===== src/rtl/hbm_axi_channel_master.sv =====
// Per-pseudo-channel AXI master: single-cycle user write/read strobes become single-beat AXI
// transactions. Defining HBM_AXI_CNT_EN adds the wr_done_cnt/rd_done_cnt completion counters.
module hbm_axi_channel_master #(
  parameter int         WR_FIFO_DEPTH = 4,
  parameter logic [5:0] AXI_ID        = 6'd0,
  parameter int         ADDR_W        = 34,
  parameter int         DATA_W        = 256
) (
  input  logic                AXI_ACLK,
  input  logic                AXI_ARESET_N,
  input  logic                write_enable,
  input  logic [ADDR_W-1:0]   write_address,
  input  logic [DATA_W-1:0]   write_data,
  input  logic                read_enable,
  input  logic [ADDR_W-1:0]   read_address,
  output logic [DATA_W-1:0]   read_data,
  output logic                read_data_valid,
  output logic                wr_overflow,
  output logic                rd_dropped,
  output logic                resp_error,
  output logic                busy,
`ifdef HBM_AXI_CNT_EN
  output logic [15:0]         wr_done_cnt,
  output logic [15:0]         rd_done_cnt,
`endif
  output logic [5:0]          AWID,
  output logic [ADDR_W-1:0]   AWADDR,
  output logic [3:0]          AWLEN,
  output logic [2:0]          AWSIZE,
  output logic [1:0]          AWBURST,
  output logic                AWVALID,
  input  logic                AWREADY,
  output logic [DATA_W-1:0]   WDATA,
  output logic [DATA_W/8-1:0] WSTRB,
  output logic                WLAST,
  output logic                WVALID,
  input  logic                WREADY,
  input  logic [5:0]          BID,
  input  logic [1:0]          BRESP,
  input  logic                BVALID,
  output logic                BREADY,
  output logic [5:0]          ARID,
  output logic [ADDR_W-1:0]   ARADDR,
  output logic [3:0]          ARLEN,
  output logic [2:0]          ARSIZE,
  output logic [1:0]          ARBURST,
  output logic                ARVALID,
  input  logic                ARREADY,
  input  logic [5:0]          RID,
  input  logic [DATA_W-1:0]   RDATA,
  input  logic [1:0]          RRESP,
  input  logic                RLAST,
  input  logic                RVALID,
  output logic                RREADY
);

  localparam int              PTR_W     = $clog2(WR_FIFO_DEPTH);
  localparam logic [PTR_W:0]  DEPTH_CNT = (PTR_W+1)'(WR_FIFO_DEPTH);
  localparam int              HI_W      = ADDR_W - 5;

  typedef enum logic [1:0] {W_IDLE, W_SEND, W_RESP} w_state_t;
  typedef enum logic [1:0] {R_IDLE, R_ADDR, R_DATA} r_state_t;

  // Single-beat transfers: one 32-byte beat, INCR, all lanes, fixed ID.
  assign AWID    = AXI_ID;
  assign ARID    = AXI_ID;
  assign AWLEN   = 4'd0;
  assign ARLEN   = 4'd0;
  assign AWSIZE  = 3'b101;
  assign ARSIZE  = 3'b101;
  assign AWBURST = 2'b01;
  assign ARBURST = 2'b01;
  assign WSTRB   = '1;
  assign WLAST   = 1'b1;

  // IDs and RLAST carry no information for single-beat, single-outstanding traffic.
  logic unused_inputs;
  assign unused_inputs = ^{BID, RID, RLAST, write_address[4:0], read_address[4:0]};

  // ---------------- write request FIFO ----------------
  logic [HI_W-1:0]   fifo_addr [WR_FIFO_DEPTH];
  logic [DATA_W-1:0] fifo_data [WR_FIFO_DEPTH];
  logic [PTR_W-1:0]  wr_ptr, rd_ptr;
  logic [PTR_W:0]    fifo_count;
  logic              fifo_empty, fifo_full, push, pop;

  assign fifo_empty = (fifo_count == '0);
  assign fifo_full  = (fifo_count == DEPTH_CNT);
  // A pop on the same edge frees the slot the push needs.
  assign push       = write_enable && (!fifo_full || pop);

  // NOTE: storage array has no reset; only pointers and count define its contents.
  always_ff @(posedge AXI_ACLK) begin
    if (push) begin
      fifo_addr[wr_ptr] <= write_address[ADDR_W-1:5];
      fifo_data[wr_ptr] <= write_data;
    end
  end

  // NOTE: sequential state uses non-blocking assignments so every flop samples pre-edge values.
  always_ff @(posedge AXI_ACLK or negedge AXI_ARESET_N) begin
    if (!AXI_ARESET_N) begin
      wr_ptr     <= '0;
      rd_ptr     <= '0;
      fifo_count <= '0;
    end else begin
      if (push) wr_ptr <= wr_ptr + PTR_W'(1);
      if (pop)  rd_ptr <= rd_ptr + PTR_W'(1);
      case ({push, pop})
        2'b10:   fifo_count <= fifo_count + (PTR_W+1)'(1);
        2'b01:   fifo_count <= fifo_count - (PTR_W+1)'(1);
        default: fifo_count <= fifo_count;
      endcase
    end
  end

  // ---------------- write FSM ----------------
  w_state_t        w_state, w_state_nx;
  logic            awvalid_nx, wvalid_nx, bready_nx, b_err;
  logic [HI_W-1:0] aw_addr_hi;

  assign AWADDR = {aw_addr_hi, 5'b0};

  // NOTE: every always_comb output gets a default first, so no path can infer a latch.
  always_comb begin
    w_state_nx = w_state;
    awvalid_nx = AWVALID;
    wvalid_nx  = WVALID;
    bready_nx  = BREADY;
    pop        = 1'b0;
    b_err      = 1'b0;
    case (w_state)
      W_IDLE: if (!fifo_empty) begin
        pop        = 1'b1;
        awvalid_nx = 1'b1;
        wvalid_nx  = 1'b1;
        w_state_nx = W_SEND;
      end
      W_SEND: begin
        // AW and W retire independently; B is accepted only once both are gone.
        awvalid_nx = AWVALID && !AWREADY;
        wvalid_nx  = WVALID && !WREADY;
        if (!awvalid_nx && !wvalid_nx) begin
          bready_nx  = 1'b1;
          w_state_nx = W_RESP;
        end
      end
      W_RESP: if (BVALID) begin
        bready_nx  = 1'b0;
        b_err      = (BRESP != 2'b00);
        w_state_nx = W_IDLE;
      end
      default: w_state_nx = W_IDLE;
    endcase
  end

  // ---------------- read FSM ----------------
  r_state_t        r_state, r_state_nx;
  logic            arvalid_nx, rready_nx, ar_load, r_fire, r_err, rd_drop;
  logic [HI_W-1:0] ar_addr_hi;

  assign ARADDR  = {ar_addr_hi, 5'b0};
  assign rd_drop = read_enable && (r_state != R_IDLE);

  always_comb begin
    r_state_nx = r_state;
    arvalid_nx = ARVALID;
    rready_nx  = RREADY;
    ar_load    = 1'b0;
    r_fire     = 1'b0;
    r_err      = 1'b0;
    case (r_state)
      R_IDLE: if (read_enable) begin
        ar_load    = 1'b1;
        arvalid_nx = 1'b1;
        r_state_nx = R_ADDR;
      end
      R_ADDR: if (ARREADY) begin
        arvalid_nx = 1'b0;
        rready_nx  = 1'b1;
        r_state_nx = R_DATA;
      end
      R_DATA: if (RVALID) begin
        r_fire     = 1'b1;
        r_err      = (RRESP != 2'b00);
        rready_nx  = 1'b0;
        r_state_nx = R_IDLE;
      end
      default: r_state_nx = R_IDLE;
    endcase
  end

  assign busy = !fifo_empty || (w_state != W_IDLE) || (r_state != R_IDLE);

  always_ff @(posedge AXI_ACLK or negedge AXI_ARESET_N) begin
    if (!AXI_ARESET_N) begin
      w_state         <= W_IDLE;
      r_state         <= R_IDLE;
      AWVALID         <= 1'b0;
      WVALID          <= 1'b0;
      BREADY          <= 1'b0;
      ARVALID         <= 1'b0;
      RREADY          <= 1'b0;
      aw_addr_hi      <= '0;
      WDATA           <= '0;
      ar_addr_hi      <= '0;
      read_data       <= '0;
      read_data_valid <= 1'b0;
      wr_overflow     <= 1'b0;
      rd_dropped      <= 1'b0;
      resp_error      <= 1'b0;
    end else begin
      w_state         <= w_state_nx;
      r_state         <= r_state_nx;
      AWVALID         <= awvalid_nx;
      WVALID          <= wvalid_nx;
      BREADY          <= bready_nx;
      ARVALID         <= arvalid_nx;
      RREADY          <= rready_nx;
      read_data_valid <= r_fire;
      if (pop) begin
        aw_addr_hi <= fifo_addr[rd_ptr];
        WDATA      <= fifo_data[rd_ptr];
      end
      if (ar_load)                wr_overflow <= wr_overflow;
      if (ar_load)                ar_addr_hi  <= read_address[ADDR_W-1:5];
      if (r_fire)                 read_data   <= RDATA;
      if (write_enable && !push)  wr_overflow <= 1'b1;
      if (rd_drop)                rd_dropped  <= 1'b1;
      if (b_err || r_err)         resp_error  <= 1'b1;
    end
  end

`ifdef HBM_AXI_CNT_EN
  // Completion counters saturate rather than wrap.
  always_ff @(posedge AXI_ACLK or negedge AXI_ARESET_N) begin
    if (!AXI_ARESET_N) begin
      wr_done_cnt <= '0;
      rd_done_cnt <= '0;
    end else begin
      if (w_state == W_RESP && BVALID && wr_done_cnt != 16'hFFFF) wr_done_cnt <= wr_done_cnt + 16'd1;
      if (r_fire && rd_done_cnt != 16'hFFFF)                       rd_done_cnt <= rd_done_cnt + 16'd1;
    end
  end
`endif

endmodule


===== config.mk =====
export PLATFORM = sky130hd
export DESIGN_NAME = hbm_axi_channel_master
export DESIGN_NICKNAME = d
export VERILOG_FILES = /design/src/rtl/hbm_axi_channel_master.sv
export SDC_FILE = /design/constraint.sdc
export NUM_CORES = 2
export LEC_CHECK = 0
export BUFFER_PORTS_ARGS = -buffer_cell sky130_fd_sc_hd__buf_2
export CAP_MARGIN = 20
export CORE_AREA = 8 8 478 480
export DETAILED_ROUTE_END_ITERATION = 7
export DIE_AREA = 0 0 486 488
export PLACE_DENSITY = 0.57
export SYNTH_ARGS = -nofsm -noshare
export SYNTH_HDL_FRONTEND = slang
export SYNTH_SLANG_ARGS = --single-unit

===== constraint.sdc =====
create_clock -name AXI_ACLK -period 17.1 [get_ports AXI_ACLK]
set_input_delay 3.42 -clock AXI_ACLK [delete_from_list [all_inputs] [get_ports AXI_ACLK]]
set_output_delay 3.42 -clock AXI_ACLK [all_outputs]
set_load 0.01 [all_outputs]

==> impl.org <==
** Route
- Total Routed Length :: 215000 um
- Dividing the detail-routed wire length by the instance count gives 29.6 um.
- First-pass detailed-route iteration total :: 4
- After detailed routing, the number of remaining DRC violations is 0.
- Number of nets still failing antenna checks after routing :: 0
- Detailed routing inserted a total of between 30000 and 40000 vias.
- Number of vias per cell after detailed routing :: roughly 4.5
- DR iter-0 viols :: 2067

** STA
- Setup repair after global routing missed its margin :: no
- Counting I/O delays and the setup requirement, the final critical path takes about 6.5 ns.
- The final-report max-slew violation count is 0.
- Across the routed clock network, the largest skew measured is approximately 0.054 ns.
- Post-Route Setup TNS :: 0 ns
- Setup violators final :: 0
- In the finished design, the share of the clock period the worst path needs comes to 0.381.
- Timing would allow up to between 0.15 and 0.2 GHz.
- Headroom to the max-slew limit :: 0.253
- At the pin with the least slew margin, the transition time is roughly 1.1 ns.
- The final-report hold violation count is 0.

** Global route
- Number of antenna violations at the first check in global routing :: 139
- Maximum number of pins on one net before global-route repair :: 156
- The first global-routing pass estimated 291000 um of wire.
- The number of global-route vias before repair was around 34000.
- Grt total ovfl :: 0
- Global-route usage over all layers :: 0.175

** CTS
- In this run, post-CTS repair resized a total of 0 instances.
- TritonCTS clock tree :: built
- In this run the clock root is driven by a clkbuf_16.
- Post-CTS Setup Repair Bufs :: 0
- No sink is reached through more buffers than the 3 on the longest clock path.
- Clk pin slew, worst setup/hold paths :: about 0.060 ns
- The later pin in the worst-skew pair is clocked with a latency of slightly above 0.8 ns.
- Clock Sinks :: around 1700
- Hold buffer count at cts :: 0
- Total clock buffers created by CTS :: around 190
- The clock tree synthesis step divided the H-tree into 4 levels.

** Min path
- Min-Delay Startpoint :: wr_overflow
- Tightest Hold Check Type :: flop to flop
- The path with the worst hold slack has its endpoint at wr_overflow.
- Counting instances, the worst hold path has a depth of 1.

** Pwr
- Cell Pwr Density :: between 150 and 200 nW/um^2
- The share of total power dissipated in the clock network is 0.267.
- Of the total power, the share spent switching nets is 0.333.
- The worst-case IR drop observed on VDD is approximately 0.16 mV.
- Power Total :: between 15 and 20 mW
- The share of total power dissipated in combinational logic is 0.323.
- Sw power :: a little over 5 mW
- The internal power of the cells totals between 10 and 15 mW.
- Summed over all cells, the static leakage comes to 29.9 nW.
- The share of total power dissipated in sequential elements is 0.409.

** Logic synthesis
- Flip-flop and latch count after synthesis :: about 1700
- The synthesized netlist contains 35 unique library cells.
- Among all cell types in the netlist, the one instantiated most often is edfxtp_1.
- Area share of the leading cell type in the synthesized netlist :: 0.537
- Ranked by instance count, the synthesized netlist is headed by edfxtp_1 (1140), dfrtp_1 (590), mux2_2 (551).
- Synthesis Warnings :: 0
- For this run, asynchronously set or reset flops after synthesis account for 0.341.
- Number of flops mapped to enable cells by yosys :: roughly 1100
- Flip-flop cell with the highest count after synthesis :: edfxtp_1
- Of the synthesized area, sequential elements account for 0.769.
- Largest area contributor in the synthesized netlist :: edfxtp_1
- Ranking of synthesized cells by area :: edfxtp_1 (54%), dfrtp_1 (23%), mux4_2 (10%)
- Area of the mapped netlist :: 63700 um^2
- A synthesized cell averages between 20 and 25 um^2.
- The cell count after synthesis came out at about 2900.

** Place
- Final GP Congestion :: between 0.9 and 1
- Final HPWL DP :: 157000 um
- The count of buffers added on input and output ports is about 1200.

** Setup path
- The worst setup path is captured at a flop.
- CP startpoint kind :: input pin
- In this run the register-to-register setup slack is 12.31 ns.
- STA puts the critical path data required time at approximately 18 ns.
- In this run the critical register-to-register path is captured at WDATA[140].
- Data on the critical path arrives at its endpoint at ~6.9 ns.
- Max FO, Critical Path :: 119
- Measured in cells, the most critical reg-to-reg path has a length of 6.
- Path type of the worst setup path :: input pin to flop
- The startpoint identified for the worst register-to-register timing path is w_state[1].
- Critical path origin :: write_enable

** Finish
- Layout overhead on the synthesized area :: 24.1%
- Number of filler instances in the final layout :: about 21000
- Proportion of layout cells with a drive suffix above 1 :: 0.547
- Post-layout net count :: between 4000 and 5000

** Die
- Die W :: a little under 500 um
- Standard cell core area :: approximately 220000 um^2
- The die covers 237000 um^2.
- For this configuration, the core starts out at a cell density of 0.288.
- The die is slightly below 500 um tall.
- Number of rows created at floorplan :: 173
- For this design the top-level I/O count stands at roughly 1300.

** Job
- Max-cap violations in this run came to 0.

** Outcome
- The flow ran to the end, and the final reports show no timing, DRC or antenna violations.
## metal layers
layer,GRT usage,wire [um],up-vias,part of all wire
li1,-,-,13800,-
met2,0.297,106000,1290,0.49
met3,0.0680,18900,434,0.088
met1,0.205,82300,17500,0.38
met4,0.0535,7890,66,0.037
met5,0,448,-,0.0021
## cell usage in the layout (no fill, tap or decap), drive strengths merged
cell type	n
diode	33
and3b	1
bufinv	20
nand3	2
o31ai	2
xor2	3
o21ai	7
edfxtp	1140
buf	1203
inv	17
nand3b	2
a2bb2oi	2
clkinv	67
xnor2	3
a21oi	2
o31a	1
nand2	3
nand2b	3
nor2	7
nor3	3
mux2	571
clkbuf	250
o2111ai	1
ha	5
conb	73
mux4	285
a21o	2
clkinvlp	4
mux2i	2
a31oi	1
nor2b	1
dfrtp	590
and2	5
fa	1
## worst max-delay path: stages
cell and delay (ns):
buf_2 0.14, o31a_1 0.33, and2_4 0.33, buf_12 0.48
buf_4 0.78, buf_4 0.90
## power by group through the flow
| stage | Sequential (mW) | Clock, mW | Combinational, mW |
|---|---|---|---|
| final | 6.38 | 4.16 | 5.04 |
| after global routing | 6.52 | 4.43 | 5.33 |
| after CTS | 6.39 | 4.28 | 5.22 |
| after detailed placement | 6.46 | 0 | 5.21 |
| after global placement | 6.41 | 0 | 5.18 |
| after floorplan | 6.82 | 0 | 2.56 |
## through the flow
| stage | worst slack, ns | cells | hold WS [ns] | utilization | area [um^2] |
|---|---|---|---|---|---|
| 2_1_floorplan | 6.26 | 2931 | 0.476 | - | 64000 |
| 3_3_place_gp | 9.71 | 6906 | 0.446 | 0.328 | 72600 |
| 3_5_place_dp | 9.71 | 6906 | 0.443 | 0.328 | 72600 |
| 4_1_cts | 10.64 | 7254 | 0.458 | 0.357 | 79000 |
| 5_1_grt | 10.49 | 7263 | 0.485 | 0.357 | 79000 |
| 6_report | 10.59 | 7287 | 0.454 | 0.358 | 79100 |
## flip-flops by register name, summed over array words and instances, names as in the netlist, 2 cells and up
| name | cells |
|---|---|
| fifo_count | 3 |
| WDATA | 256 |
| ar_addr_hi | 29 |
| aw_addr_hi | 29 |
| r_state | 2 |
| w_state | 2 |
| fifo_addr | 116 |
| read_data | 256 |
| wr_ptr | 2 |
| rd_ptr | 2 |
| fifo_data | 1024 |
## layout make-up
cell class              instances  area, um^2  share of cell area
inverters                      10        37.5            0.000475
multi-input cells             988       13600               0.172
flip-flops and latches       1730       49000               0.620
well taps                    2975        3720              0.0471
clock inverters                98        1320              0.0167
clock buffers                 250        5090              0.0644
diodes                         33        82.6             0.00104
repair buffers               1203        6250              0.0790
## cell families (layout without fill, tap and decap cells)
family	Yosys count	after routing	synth area share
xor gates and xnor gates	6	6	0.000825
AOI/OAI and AO/OA	18	18	0.00183
DFF	1730	1730	0.769
buffers and inverters	213	1561	0.0229
other	2	106	0.000118
adders and majority gates	6	6	0.00130
muxes	858	858	0.202
and+or+nand+nor	27	27	0.00232
## how the worst max path moves through the flow
stage	endpoint	slack, ns	cells after the start
after CTS	fifo_data[3][173]	10.64	6
final	fifo_data[2][145]	10.59	6
after detailed placement	fifo_data[3][173]	9.71	6
after global placement	fifo_data[2][171]	9.71	6
after floorplan	fifo_addr[0][0]	6.26	2
after global routing	fifo_data[2][145]	10.49	6
Note: power is estimated with default switching activity, not from simulation.
